--- config.mk ---
export PLATFORM = sky130hd
export DESIGN_NAME = ddr3_init_ref_ctrl_flat
export DESIGN_NICKNAME = d
export VERILOG_FILES = /design/src/rtl/ddr3_pkg.sv /design/src/rtl/ddr3_init_ref_ctrl_if.sv /design/src/rtl/ddr3_ref_sched.sv /design/src/rtl/ddr3_init_ref_ctrl.sv /design/src/flat_wrapper.sv
export SDC_FILE = /design/constraint.sdc
export NUM_CORES = 1
export LEC_CHECK = 0
export BUFFER_PORTS_ARGS = -buffer_cell sky130_fd_sc_hd__buf_4
export CORE_MARGIN = 2
export CORE_UTILIZATION = 30
export DETAILED_ROUTE_END_ITERATION = 16
export GPL_TIMING_DRIVEN = 1
export PLACE_DENSITY = 0.54
export RECOVER_POWER = 25
export REMOVE_ABC_BUFFERS = 1
export SETUP_SLACK_MARGIN = 0.1
export SYNTH_ARGS = -nofsm -noshare
export SYNTH_HDL_FRONTEND = slang
export SYNTH_SLANG_ARGS = --single-unit
--- constraint.sdc ---
create_clock -name clk -period 4.6 [get_ports clk]
set_clock_uncertainty 0.2 [all_clocks]
set_input_delay 0.92 -clock clk [delete_from_list [all_inputs] [get_ports clk]]
set_output_delay 0.92 -clock clk [all_outputs]
set_load 0.05 [all_outputs]
--- src/rtl/ddr3_pkg.sv ---
// Shared DDR3 definitions: command codes, mode-register field encodings,
// JEDEC timing defaults and the init/refresh sequencer state type.
package ddr3_pkg;

  // {RAS_N, CAS_N, WE_N} command encodings (CS_N is driven at the top level)
  localparam logic [2:0] CMD_MRS = 3'b000;
  localparam logic [2:0] CMD_REF = 3'b001;
  localparam logic [2:0] CMD_ZQC = 3'b110;
  localparam logic [2:0] CMD_NOP = 3'b111;

  // A10 selects ZQCL (long calibration) on a ZQC command
  localparam int ZQ_A10_BIT = 10;

  // MR0 field encodings
  localparam logic [1:0] MR0_BL8_FIXED = 2'b00;
  localparam logic [1:0] MR0_BL_OTF    = 2'b01;
  localparam logic [1:0] MR0_BC4_FIXED = 2'b10;
  localparam logic [3:0] MR0_CL5       = 4'b0010;
  localparam logic [3:0] MR0_CL6       = 4'b0100;
  localparam logic [3:0] MR0_CL7       = 4'b0110;
  localparam logic [3:0] MR0_CL11      = 4'b1110;
  localparam logic [2:0] MR0_WR5       = 3'b001;
  localparam logic [2:0] MR0_WR6       = 3'b010;
  localparam logic [2:0] MR0_WR8       = 3'b100;
  localparam logic [2:0] MR0_WR12      = 3'b110;

  // JEDEC defaults in controller cycles, 2Gb density
  // DDR3-800 (400 MHz)
  localparam int DDR3_800_TXPR    = 68;
  localparam int DDR3_800_TRFC    = 64;
  localparam int DDR3_800_TREFI   = 3120;
  // DDR3-1066 (533 MHz)
  localparam int DDR3_1066_TXPR   = 91;
  localparam int DDR3_1066_TRFC   = 86;
  localparam int DDR3_1066_TREFI  = 4160;
  // DDR3-1600 (800 MHz)
  localparam int DDR3_1600_TXPR   = 136;
  localparam int DDR3_1600_TRFC   = 128;
  localparam int DDR3_1600_TREFI  = 6240;

  // Each MRS/ZQ state holds the spacing that follows that command
  typedef enum logic [3:0] {
    ST_RESET_HOLD = 4'd0,
    ST_CKE_WAIT   = 4'd1,
    ST_TXPR_WAIT  = 4'd2,
    ST_MRS2       = 4'd3,
    ST_MRS3       = 4'd4,
    ST_MRS1       = 4'd5,
    ST_MRS0       = 4'd6,
    ST_ZQ_WAIT    = 4'd7,
    ST_IDLE       = 4'd8,
    ST_REF_WAIT   = 4'd9
  } init_state_e;

  function automatic int max2(input int a, input int b);
    return (a > b) ? a : b;
  endfunction

endpackage

--- src/rtl/ddr3_init_ref_ctrl_if.sv ---
// Command port plus refresh arbiter handshake between the sequencer and the
// top-level command mux / arbiter.
interface ddr3_init_ref_ctrl_if #(
  parameter int ADDR_W = 13,
  parameter int BA_W   = 3
) ();
  logic              cmd_valid;
  logic [2:0]        cmd;
  logic [BA_W-1:0]   ba;
  logic [ADDR_W-1:0] addr;
  logic              ref_req;
  logic              ref_gnt;
  logic              ref_urgent;
  logic              ref_overflow;

  modport master (
    output cmd_valid, cmd, ba, addr, ref_req, ref_urgent, ref_overflow,
    input  ref_gnt
  );

  modport slave (
    input  cmd_valid, cmd, ba, addr, ref_req, ref_urgent, ref_overflow,
    output ref_gnt
  );
endinterface

--- src/rtl/ddr3_ref_sched.sv ---
// Post-init refresh scheduler: tREFI timer, saturating pending count,
// request/urgent/overflow flags and grant acceptance.
module ddr3_ref_sched #(
  parameter int TREFI_CYC    = 3120,
  parameter int MAX_POSTPONE = 8
) (
  input  logic clk,
  input  logic rst,
  input  logic init_fire,   // init sequence completes on this edge
  input  logic ref_done,    // tRFC spacing ends on this edge
  input  logic ref_gnt,
  output logic ref_take,    // grant accepted: REF goes out on this edge
  output logic ref_req,
  output logic ref_urgent,
  output logic ref_overflow
);
  localparam int REFI_W = $clog2(TREFI_CYC) + 1;
  localparam int PEND_W = $clog2(MAX_POSTPONE + 1);
  localparam logic [PEND_W-1:0] PEND_MAX = PEND_W'(MAX_POSTPONE);

  logic              active;
  logic              bus_idle;
  logic [REFI_W-1:0] refi_cnt;
  logic [PEND_W-1:0] pending;
  logic [PEND_W-1:0] pending_next;
  logic              idle_next;
  logic              expire;

  assign expire   = active && (refi_cnt == {REFI_W{1'b0}});
  assign ref_take = ref_req && ref_gnt;

  // Next pending count: expiry adds, accepted grant removes, both cancel
  always_comb begin
    pending_next = pending;
    if (expire && !ref_take) begin
      if (pending != PEND_MAX) begin
        pending_next = pending + PEND_W'(1);
      end else begin
        pending_next = pending;
      end
    end else if (ref_take && !expire) begin
      pending_next = pending - PEND_W'(1);
    end else begin
      pending_next = pending;
    end
  end

  // Bus ownership: free after init and after tRFC, busy once REF is taken
  always_comb begin
    idle_next = bus_idle;
    if (init_fire || ref_done) begin
      idle_next = 1'b1;
    end else if (ref_take) begin
      idle_next = 1'b0;
    end else begin
      idle_next = bus_idle;
    end
  end

  // Timer, pending count and registered request/status flags
  always_ff @(posedge clk) begin
    if (rst) begin
      active       <= 1'b0;
      bus_idle     <= 1'b0;
      refi_cnt     <= {REFI_W{1'b0}};
      pending      <= {PEND_W{1'b0}};
      ref_req      <= 1'b0;
      ref_urgent   <= 1'b0;
      ref_overflow <= 1'b0;
    end else begin
      if (init_fire) begin
        active   <= 1'b1;
        refi_cnt <= REFI_W'(TREFI_CYC - 1);
      end else if (expire) begin
        refi_cnt <= REFI_W'(TREFI_CYC - 1);
      end else if (active) begin
        refi_cnt <= refi_cnt - REFI_W'(1);
      end
      pending    <= pending_next;
      bus_idle   <= idle_next;
      ref_req    <= (pending_next != {PEND_W{1'b0}}) && idle_next;
      ref_urgent <= (pending_next == PEND_MAX);
      if (expire && (pending == PEND_MAX)) begin
        ref_overflow <= 1'b1;
      end
    end
  end
endmodule

--- src/rtl/ddr3_init_ref_ctrl.sv ---
// DDR3 power-up sequencer (reset/CKE/MRS/ZQCL) with post-init refresh issue.
module ddr3_init_ref_ctrl
  import ddr3_pkg::*;
#(
  parameter int          ADDR_W       = 13,
  parameter int          BA_W         = 3,
  parameter int          T_RESET_CYC  = 80000,
  parameter int          T_CKE_CYC    = 200000,
  parameter int          TXPR_CYC     = 48,
  parameter int          TMRD_CYC     = 4,
  parameter int          TMOD_CYC     = 12,
  parameter int          TZQINIT_CYC  = 512,
  parameter int          TRFC_CYC     = 44,
  parameter int          TREFI_CYC    = 3120,
  parameter logic [13:0] MR0          = 14'h0520,
  parameter logic [13:0] MR1          = 14'h0000,
  parameter logic [13:0] MR2          = 14'h0000,
  parameter logic [13:0] MR3          = 14'h0000,
  parameter int          MAX_POSTPONE = 8
) (
  input  logic clk,
  input  logic rst,
  output logic ddr_rst_n,
  output logic cke,
  output logic odt,
  output logic init_done,
  ddr3_init_ref_ctrl_if.master bus
);
  localparam int T_MAX = max2(max2(max2(T_RESET_CYC, T_CKE_CYC), max2(TXPR_CYC, TMRD_CYC)),
                              max2(max2(TMOD_CYC, TZQINIT_CYC), max2(TRFC_CYC, TREFI_CYC)));
  localparam int CNT_W = $clog2(T_MAX) + 1;
  localparam logic [ADDR_W-1:0] ZQ_ADDR = ADDR_W'(32'd1 << ZQ_A10_BIT);

  init_state_e      state;
  logic [CNT_W-1:0] cnt;
  logic             cnt_zero;
  logic             init_fire;
  logic             ref_done;
  logic             ref_take;

  assign cnt_zero  = (cnt == {CNT_W{1'b0}});
  assign init_fire = (state == ST_ZQ_WAIT) && cnt_zero;
  assign ref_done  = (state == ST_REF_WAIT) && cnt_zero;
  assign odt       = 1'b0;

  ddr3_ref_sched #(
    .TREFI_CYC   (TREFI_CYC),
    .MAX_POSTPONE(MAX_POSTPONE)
  ) u_ref_sched (
    .clk         (clk),
    .rst         (rst),
    .init_fire   (init_fire),
    .ref_done    (ref_done),
    .ref_gnt     (bus.ref_gnt),
    .ref_take    (ref_take),
    .ref_req     (bus.ref_req),
    .ref_urgent  (bus.ref_urgent),
    .ref_overflow(bus.ref_overflow)
  );

  // Sequencer FSM: one shared wait counter, one-cycle registered commands
  always_ff @(posedge clk) begin
    if (rst) begin
      state         <= ST_RESET_HOLD;
      cnt           <= CNT_W'(T_RESET_CYC - 1);
      ddr_rst_n     <= 1'b0;
      cke           <= 1'b0;
      init_done     <= 1'b0;
      bus.cmd_valid <= 1'b0;
      bus.cmd       <= CMD_NOP;
      bus.ba        <= {BA_W{1'b0}};
      bus.addr      <= {ADDR_W{1'b0}};
    end else begin
      bus.cmd_valid <= 1'b0;
      bus.cmd       <= CMD_NOP;
      bus.ba        <= {BA_W{1'b0}};
      bus.addr      <= {ADDR_W{1'b0}};
      if (!cnt_zero) begin
        cnt <= cnt - CNT_W'(1);
      end
      case (state)
        ST_RESET_HOLD: if (cnt_zero) begin
          ddr_rst_n <= 1'b1;
          cnt       <= CNT_W'(T_CKE_CYC - 1);
          state     <= ST_CKE_WAIT;
        end
        ST_CKE_WAIT: if (cnt_zero) begin
          cke   <= 1'b1;
          cnt   <= CNT_W'(TXPR_CYC - 1);
          state <= ST_TXPR_WAIT;
        end
        ST_TXPR_WAIT: if (cnt_zero) begin
          bus.cmd_valid <= 1'b1;
          bus.cmd       <= CMD_MRS;
          bus.ba        <= BA_W'(2);
          bus.addr      <= ADDR_W'(MR2);
          cnt           <= CNT_W'(TMRD_CYC - 1);
          state         <= ST_MRS2;
        end
        ST_MRS2: if (cnt_zero) begin
          bus.cmd_valid <= 1'b1;
          bus.cmd       <= CMD_MRS;
          bus.ba        <= BA_W'(3);
          bus.addr      <= ADDR_W'(MR3);
          cnt           <= CNT_W'(TMRD_CYC - 1);
          state         <= ST_MRS3;
        end
        ST_MRS3: if (cnt_zero) begin
          bus.cmd_valid <= 1'b1;
          bus.cmd       <= CMD_MRS;
          bus.ba        <= BA_W'(1);
          bus.addr      <= ADDR_W'(MR1);
          cnt           <= CNT_W'(TMRD_CYC - 1);
          state         <= ST_MRS1;
        end
        ST_MRS1: if (cnt_zero) begin
          bus.cmd_valid <= 1'b1;
          bus.cmd       <= CMD_MRS;
          bus.ba        <= BA_W'(0);
          bus.addr      <= ADDR_W'(MR0);
          cnt           <= CNT_W'(TMOD_CYC - 1);
          state         <= ST_MRS0;
        end
        ST_MRS0: if (cnt_zero) begin
          bus.cmd_valid <= 1'b1;
          bus.cmd       <= CMD_ZQC;
          bus.addr      <= ZQ_ADDR;
          cnt           <= CNT_W'(TZQINIT_CYC - 1);
          state         <= ST_ZQ_WAIT;
        end
        ST_ZQ_WAIT: if (cnt_zero) begin
          init_done <= 1'b1;
          state     <= ST_IDLE;
        end
        ST_IDLE: if (ref_take) begin
          bus.cmd_valid <= 1'b1;
          bus.cmd       <= CMD_REF;
          cnt           <= CNT_W'(TRFC_CYC - 1);
          state         <= ST_REF_WAIT;
        end
        ST_REF_WAIT: if (cnt_zero) begin
          state <= ST_IDLE;
        end
        default: begin
          state <= ST_RESET_HOLD;
        end
      endcase
    end
  end
endmodule

--- src/flat_wrapper.sv ---
// flat-port wrapper written by rule: the top's interface ports become plain ports
module ddr3_init_ref_ctrl_flat import ddr3_pkg::*;
#(
  parameter int          ADDR_W       = 13,
  parameter int          BA_W         = 3,
  parameter int          T_RESET_CYC  = 80000,
  parameter int          T_CKE_CYC    = 200000,
  parameter int          TXPR_CYC     = 48,
  parameter int          TMRD_CYC     = 4,
  parameter int          TMOD_CYC     = 12,
  parameter int          TZQINIT_CYC  = 512,
  parameter int          TRFC_CYC     = 44,
  parameter int          TREFI_CYC    = 3120,
  parameter logic [13:0] MR0          = 14'h0520,
  parameter logic [13:0] MR1          = 14'h0000,
  parameter logic [13:0] MR2          = 14'h0000,
  parameter logic [13:0] MR3          = 14'h0000,
  parameter int          MAX_POSTPONE = 8
)
  (clk, rst, ddr_rst_n, cke, odt, init_done, bus_cmd_valid, bus_cmd, bus_ba, bus_addr, bus_ref_req, bus_ref_urgent, bus_ref_overflow, bus_ref_gnt);
  ddr3_init_ref_ctrl_if #(.ADDR_W(ADDR_W), .BA_W(BA_W)) bus_i ();
  input  logic clk;
  input  logic rst;
  output logic ddr_rst_n;
  output logic cke;
  output logic odt;
  output logic init_done;
  output wire logic [$bits(bus_i.cmd_valid)-1:0] bus_cmd_valid;
  output wire logic [$bits(bus_i.cmd)-1:0] bus_cmd;
  output wire logic [$bits(bus_i.ba)-1:0] bus_ba;
  output wire logic [$bits(bus_i.addr)-1:0] bus_addr;
  output wire logic [$bits(bus_i.ref_req)-1:0] bus_ref_req;
  output wire logic [$bits(bus_i.ref_urgent)-1:0] bus_ref_urgent;
  output wire logic [$bits(bus_i.ref_overflow)-1:0] bus_ref_overflow;
  input wire logic [$bits(bus_i.ref_gnt)-1:0] bus_ref_gnt;
  assign bus_cmd_valid = bus_i.cmd_valid;
  assign bus_cmd = bus_i.cmd;
  assign bus_ba = bus_i.ba;
  assign bus_addr = bus_i.addr;
  assign bus_ref_req = bus_i.ref_req;
  assign bus_ref_urgent = bus_i.ref_urgent;
  assign bus_ref_overflow = bus_i.ref_overflow;
  assign bus_i.ref_gnt = bus_ref_gnt;
  ddr3_init_ref_ctrl #(.ADDR_W(ADDR_W), .BA_W(BA_W), .T_RESET_CYC(T_RESET_CYC), .T_CKE_CYC(T_CKE_CYC), .TXPR_CYC(TXPR_CYC), .TMRD_CYC(TMRD_CYC), .TMOD_CYC(TMOD_CYC), .TZQINIT_CYC(TZQINIT_CYC), .TRFC_CYC(TRFC_CYC), .TREFI_CYC(TREFI_CYC), .MR0(MR0), .MR1(MR1), .MR2(MR2), .MR3(MR3), .MAX_POSTPONE(MAX_POSTPONE)) u_core (.clk(clk), .rst(rst), .ddr_rst_n(ddr_rst_n), .cke(cke), .odt(odt), .init_done(init_done), .bus(bus_i));
endmodule
==> results of run 1 <==
[cells by family (layout without fill, tap and decap cells)]
kind of cell | after synthesis | in the layout
AOI/OAI and AO/OA | 71 | 71
xor gates and xnor gates | 29 | 29
adders and majority gates | 7 | 7
buffers and inverters | 38 | 37
DFF | 54 | 54
muxes | 4 | 4
other | 1 | 12
and+or+nand+nor | 147 | 147
[registers in the layout (all words and copies together), names as in the netlist, 2 cells and up]
signal                       count
u_core.u_ref_sched.pending       4
u_core.u_ref_sched.refi_cnt     13
u_core.bus.cmd                   2
u_core.bus.addr                  2
u_core.state                     4
u_core.bus.ba                    2
u_core.cnt                      19
[synthesized netlist by cell type, types with 2 or more instances]
cell      number  area, sq um
or3_1          4         25.0
clkbuf_1      10         37.5
a21oi_1       22          110
o21a_1         2         15.0
nor4_2         3         37.5
nor4b_1        2         17.5
xor2_1        15          131
inv_1          9         33.8
nor3_1        20          100
a31oi_1        4         25.0
dfxtp_1       54         1080
mux2_2         4         45.0
a211oi_1       3         22.5
nand4_1        5         31.3
o31ai_1        2         15.0
o21bai_1       2         15.0
nor2b_1        2         12.5
ha_1           7         87.6
nand2_1       29          109
nor4_1         8         50.1
o211ai_1       3         22.5
xnor2_1       14          123
nand3_1       15         75.1
nor2_1        38          143
o22ai_1        2         12.5
buf_4         15          113
nand2b_1       4         25.0
or4_1          3         22.5
o21ai_0       18         90.1
or2_2          4         25.0
or4_4          2         22.5
[worst max-delay path, stage by stage, from the launching register on]
cell and delay [ns]:
dfxtp_1 0.37, or4_4 0.56, or4_4 0.52, nor2_8 0.20, inv_2 0.16, ha_1 0.32
a211oi_1 0.17, a21oi_1 0.05, or2_2 0.27
[per-layer routing]
layer / GRT usage / vias to the layer above / wire, um
met5: 0 / - / 0
met4: 0.0410 / 0 / 85
met3: 0.0203 / 7 / 169
met2: 0.206 / 28 / 2960
met1: 0.170 / 1090 / 3120
li1: - / 1248 / -
[worst min-delay path by stage]
stage / start / to / slack [ns]
6_report: u_core.ddr_rst_n / u_core.ddr_rst_n / 0.28
4_1_cts: u_core.ddr_rst_n / u_core.ddr_rst_n / 0.29
5_1_grt: u_core.ddr_rst_n / u_core.ddr_rst_n / 0.31
3_3_place_gp: u_core.cke / u_core.cke / 0.26
2_1_floorplan: u_core.u_ref_sched.bus_idle / u_core.u_ref_sched.bus_idle / 0.27
3_5_place_dp: u_core.ddr_rst_n / u_core.ddr_rst_n / 0.27
[power by group through the flow]
stage                     registers, mW  clock network [mW]  logic [mW]
after floorplan                   0.484                   0      0.0384
after global placement            0.485                   0      0.0492
after detailed placement          0.485                   0      0.0491
after CTS                         0.474               0.294      0.0492
after global routing              0.475               0.309      0.0540
final                             0.474               0.288      0.0491
[area by class of cell]
class,instances,area [sq um]
repair buffers,18,75.1
clock buffers,7,86.3
clock inverters,1,5.00
multi-input cells,270,1670
inverters,11,41.3
fillers,1032,6470
well taps,133,166
flip-flops and latches,54,1080
[placed cells by master, fill, tap and decap left out, drive strengths merged, types with 3 or more instances in the layout]
cell type / instances
a211oi: 3
a21oi: 22
a31oi: 4
clkbuf: 23
conb: 12
dfxtp: 54
ha: 7
inv: 10
mux2: 4
nand2: 29
nand2b: 4
nand3: 15
nand4: 6
nor2: 39
nor3: 21
nor4: 11
o211ai: 3
o21ai: 21
or2: 4
or3: 4
or4: 5
xnor2: 14
xor2: 15
[metrics by stage]
stage / std cells / hold WS (ns) / utilization / power, mW
2_1_floorplan: 335 / 0.270 / - / 0.522
3_3_place_gp: 486 / 0.264 / 0.323 / 0.534
3_5_place_dp: 486 / 0.269 / 0.323 / 0.534
4_1_cts: 494 / 0.294 / 0.333 / 0.817
5_1_grt: 494 / 0.310 / 0.326 / 0.837
6_report: 494 / 0.285 / 0.326 / 0.812
==> results.toml, run 1 <==
[clock_network]
clk_pin_slew_ns = 0.10
cts_resized = 0
cts_setup_buffers = 0
cts_made_buffers = 5
hold_buffers = 0
insertion_delay_ns = 0.33
cts_max_level = 2
cts_buffer_depth = 2
clock-root-buffer = "clkbuf_8"
cts.sinks = 54
cts_tree = "done"

[synthesis]
syn_area_sq_mm = 0.00292
ys_ff_latch = 54
synth_compound_area_frac = 0.153
synth_edf_count = 0
synthAdderAreaFrac = 0.0300
synthXorXnorAreaFrac = 0.0870
ys_types = 57
ys.flop_type = "dfxtp_1"
yosys.area_share.simple = 0.274
yosys-mux-area-fraction = 0.0154
synth-warning-count = 0
synth_top_family_by_area = "simple AND/OR/NAND/NOR gates"
syn_avg_cell_area_sq_um = 8.32
synthArstFlopShare = 0
netlist_instances = 351
yosysSeqAreaShare = 0.370

[status]
outcome = "completed"

[placement]
gp_congestion = 0.846
pre_cts_slack_ns = 1.66
post-dp-hpwl_um = 4410
port-buffer-count = 17
placed_cell_area_sq_mm = 0.00310

[power_and_ir_drop]
clockPowerShare = 0.355
irDropWorstVdd_uv = 111
share_comb_of_total_power = 0.061
p_int_mw = 0.603
total_leakage_power_nw = 1.13
cellPowerDensity_mw_per_mm2 = 260
p_sw_frac = 0.257
p_seq_frac = 0.584
switching_power_mw = 0.209

[grt]
grt_overflow = 0
grt_pass1_vias = 2181
antenna_found_initial = 0
gr-usage-all-layers = 0.126
grt_max_degree = 45
grt_pass1_wl_um = 10600

[timing]
setup_ws_ns = 1.67
period_minus_slack_ns = 2.93
max_freq_ghz = 0.342
finalSetupTns_ns = 0
final_max_slew_viol_count = 0
finalSetupViolCount = 0
worst_slew_pin_slew_ns = 0.844
finalCritPeriodShare = 0.636
slew_headroom = 0.436
rsz0062_at_grt = "no"
hold_viol = 0

[route]
viasPerCell = 4.80
dr_total_vias = 2373
antenna_left = 0
drtIter0Drc = 64
dr.pass1.iters = 4
wl_per_cell_um = 12.8
route.detailed.drc = 0
finalWirelength_um = 6340

[floorplanning]
dieWidth_um = 103
coreArea_sq_mm = 0.00959
initial_core_util = 0.304
rows = 36
io_pins = 30
dieArea_sq_mm = 0.0105
die_height_um = 103

[hold_path]
holdCritPathClass = "flop to flop"
hold_path_depth = 2

[critical_path]
crit_end = "u_core.cnt[0]"
cp-startpoint = "u_core.cnt[2]"
r2r_setup_slack_ns = 1.67
crit_required_ns = 4.62
cp.arrival_ns = 2.95
r2r_cells = 8
worstSetupEndpointType = "flop"
rr_startpoint = "u_core.cnt[2]"
crit_type = "flop to flop"
crit_path_max_fanout = 16
reg2reg_to = "u_core.cnt[0]"
cp-start-kind = "flop"

[cells_and_area]
nNetsFinal = 370
n_antenna_cell = 0
fin_area_sq_mm = 0.00313
syn2layout_area_growth_pct = 7.16
drive_gt1_frac = 0.0776

[job]
maxCapViolations = 0
No activity file was read; power rests on OpenSTA's default activity.
==> inputs of run 2 (changes only) <==
- ABC_AREA: default -> 1
- PLACE_DENSITY: 0.54 -> 0.56
- clock period: 4.6 -> 2.5 ns (I/O delays scaled with it)
==> results.toml, run 2 <==
[status]
outcome = "completed"

[hold_path]
holdCritPathClass = "primary input to flop"
hold_path_depth = 2
worstHoldEndpoint = "u_core.u_ref_sched.refi_cnt[0]"
hold_start = "rst"

[grt]
gr-usage-all-layers = 0.138
grt_pass1_vias = 2772
antenna_found_initial = 0
grt_max_degree = 24
grt_pass1_wl_um = 13300
grt_overflow = 0

[critical_path]
slowest_stage = "dfxtp_1"
r2r_cells = 11
max_stage_delay_ns = 0.34
cp_top_family = "simple AND/OR/NAND/NOR gates"
rr_startpoint = "u_core.u_ref_sched.refi_cnt[0]"
worstSetupEndpointType = "flop"
crit_path_max_fanout = 3
critPathMostFrequentCell = "nor2_1"
reg2reg_to = "u_core.u_ref_sched.ref_req"
cp.arrival_ns = 2.09
r2r_setup_slack_ns = 0.42
cp-start-kind = "flop"
crit_required_ns = 2.51
path_cells = "inv_1 > ha_1 > nand2_2 > nor2_1 > nand4_1 > nand2_1 > nor2_1 > nor2_2 > nand2_1 > nor2_1 > nor2_1"
crit_buf_inv = 1
crit_type = "flop to flop"

[cells_and_area]
nNetsFinal = 492
mostFrequentLayoutCells = "nor2_1 (78), nand2_1 (69), dfxtp_1 (54)"
regArea_sq_mm = 0.00108
reg_top3 = "u_core.cnt x19, u_core.u_ref_sched.refi_cnt x13"
top_register = "u_core.cnt"
drive_gt1_frac = 0.137
multi_input_area_sq_mm = 0.00191
largest_reg_flops = 19
final_cells = 623
fill_cells = 1170
n_antenna_cell = 0
syn2layout_area_growth_pct = 7.85
layout_commonest_cell = "nor2_1"

[timing]
final_max_slew_viol_count = 0
max_freq_ghz = 0.481
finalSetupTns_ns = 0
worst_slew_pin_slew_ns = 0.614
finalSetupViolCount = 0
rsz0062_at_grt = "no"
finalCritPeriodShare = 0.831
period_minus_slack_ns = 2.08
hold_viol = 0
slew_headroom = 0.593

[floorplanning]
die_height_um = 109
initial_core_util = 0.306
coreArea_sq_mm = 0.0108
io_pins = 30
dieArea_sq_mm = 0.0119
dieWidth_um = 109
rows = 38

[route]
dr.pass1.iters = 5
dr_total_vias = 2919
drtIter0Drc = 98
route.detailed.drc = 0
finalWirelength_um = 7670
wl_per_cell_um = 12.3
viasPerCell = 4.69
antenna_left = 0

[placement]
placed_cells = 615
port-buffer-count = 17
post-dp-hpwl_um = 5810
gp_congestion = 0.854

[synthesis]
syn_area_sq_mm = 0.00330
synth_area_leaders = "dfxtp_1 (33%), nor2_1 (8.8%), nand2_1 (7.8%)"
yosysSeqAreaShare = 0.328
ys.flop_type = "dfxtp_1"
yosys.area.top_type = "dfxtp_1"
ys_ff_latch = 54
synthArstFlopShare = 0
synth_edf_count = 0
ys_types = 41
netlist_instances = 465
synth_most_common_cell = "nor2_1"
yosysTopAreaCellShare = 0.328
synthTopCellsByCount = "nor2_1 (77), nand2_1 (69), dfxtp_1 (54)"
syn_avg_cell_area_sq_um = 7.10
synth-warning-count = 0

[clock_network]
cts_resized = 0
cts_setup_buffers = 0
cts.sinks = 54
clock-root-buffer = "clkbuf_8"
cts_max_level = 2
cts_tree = "done"
cts_made_buffers = 5
cts_buffer_depth = 2
insertion_delay_ns = 0.32
hold_buffers = 0
clk_pin_slew_ns = 0.11

[job]
maxCapViolations = 0

[power_and_ir_drop]
cellPowerDensity_mw_per_mm2 = 659
total_leakage_power_nw = 1.53
irDropWorstVdd_uv = 314
-- run 2: layer usage --
| layer | share of wire | vias up | global-route usage |
|---|---|---|---|
| met4 | 0.012 | 0 | 0.0403 |
| met3 | 0.035 | 6 | 0.0203 |
| met2 | 0.45 | 51 | 0.222 |
| met1 | 0.50 | 1340 | 0.192 |
| li1 | - | 1522 | - |
| met5 | 0 | - | 0 |
-- run 2: kinds of logic after synthesis --
family,Yosys count,synth area share
compound gates,58,0.104
xor+xnor,22,0.0584
fa+ha+maj,7,0.0265
buf+inv,74,0.105
flops,54,0.328
other cells,1,0.00114
simple gates,249,0.377
-- run 2: report_power, final --
| part | switching, mW | internal, mW |
|---|---|---|
| clock | 0.317 | 0.229 |
| combinational | 0.556 | 0.252 |
| sequential | 0.0668 | 0.925 |
-- run 2: final cells by class --
type,instances,share of cell area
inverter,53,0.0559
timing repair buffer,20,0.0264
multi-input combinational,348,0.537
sequential,54,0.304
tap,140,0.0492
clock inverter,2,0.00457
clock buffer,6,0.0232
-- run 2: stage by stage --
| stage | worst slack, ns | utilization | cell area, sq um | power [mW] | hold WS, ns |
|---|---|---|---|---|---|
| 2_1_floorplan | 0.283 | - | 3190 | 1.65 | 0.270 |
| 3_3_place_gp | 0.530 | 0.326 | 3520 | 1.82 | 0.259 |
| 3_5_place_dp | 0.484 | 0.326 | 3520 | 1.82 | 0.262 |
| 4_1_cts | 0.478 | 0.335 | 3620 | 2.38 | 0.261 |
| 5_1_grt | 0.201 | 0.330 | 3560 | 2.51 | 0.273 |
| 6_report | 0.421 | 0.330 | 3560 | 2.34 | 0.265 |
-- run 2: worst max path at each step --
| stage | endpoint | start | depth (start not counted) |
|---|---|---|---|
| 2_1_floorplan | u_core.u_ref_sched.ref_urgent | u_core.init_done | 10 |
| 3_3_place_gp | u_core.u_ref_sched.ref_req | bus_ref_gnt | 10 |
| 3_5_place_dp | u_core.cnt[4] | u_core.cnt[0] | 9 |
| 4_1_cts | u_core.cnt[4] | u_core.cnt[0] | 9 |
| 5_1_grt | u_core.u_ref_sched.ref_req | u_core.u_ref_sched.refi_cnt[0] | 11 |
| 6_report | u_core.u_ref_sched.ref_req | u_core.u_ref_sched.refi_cnt[0] | 11 |
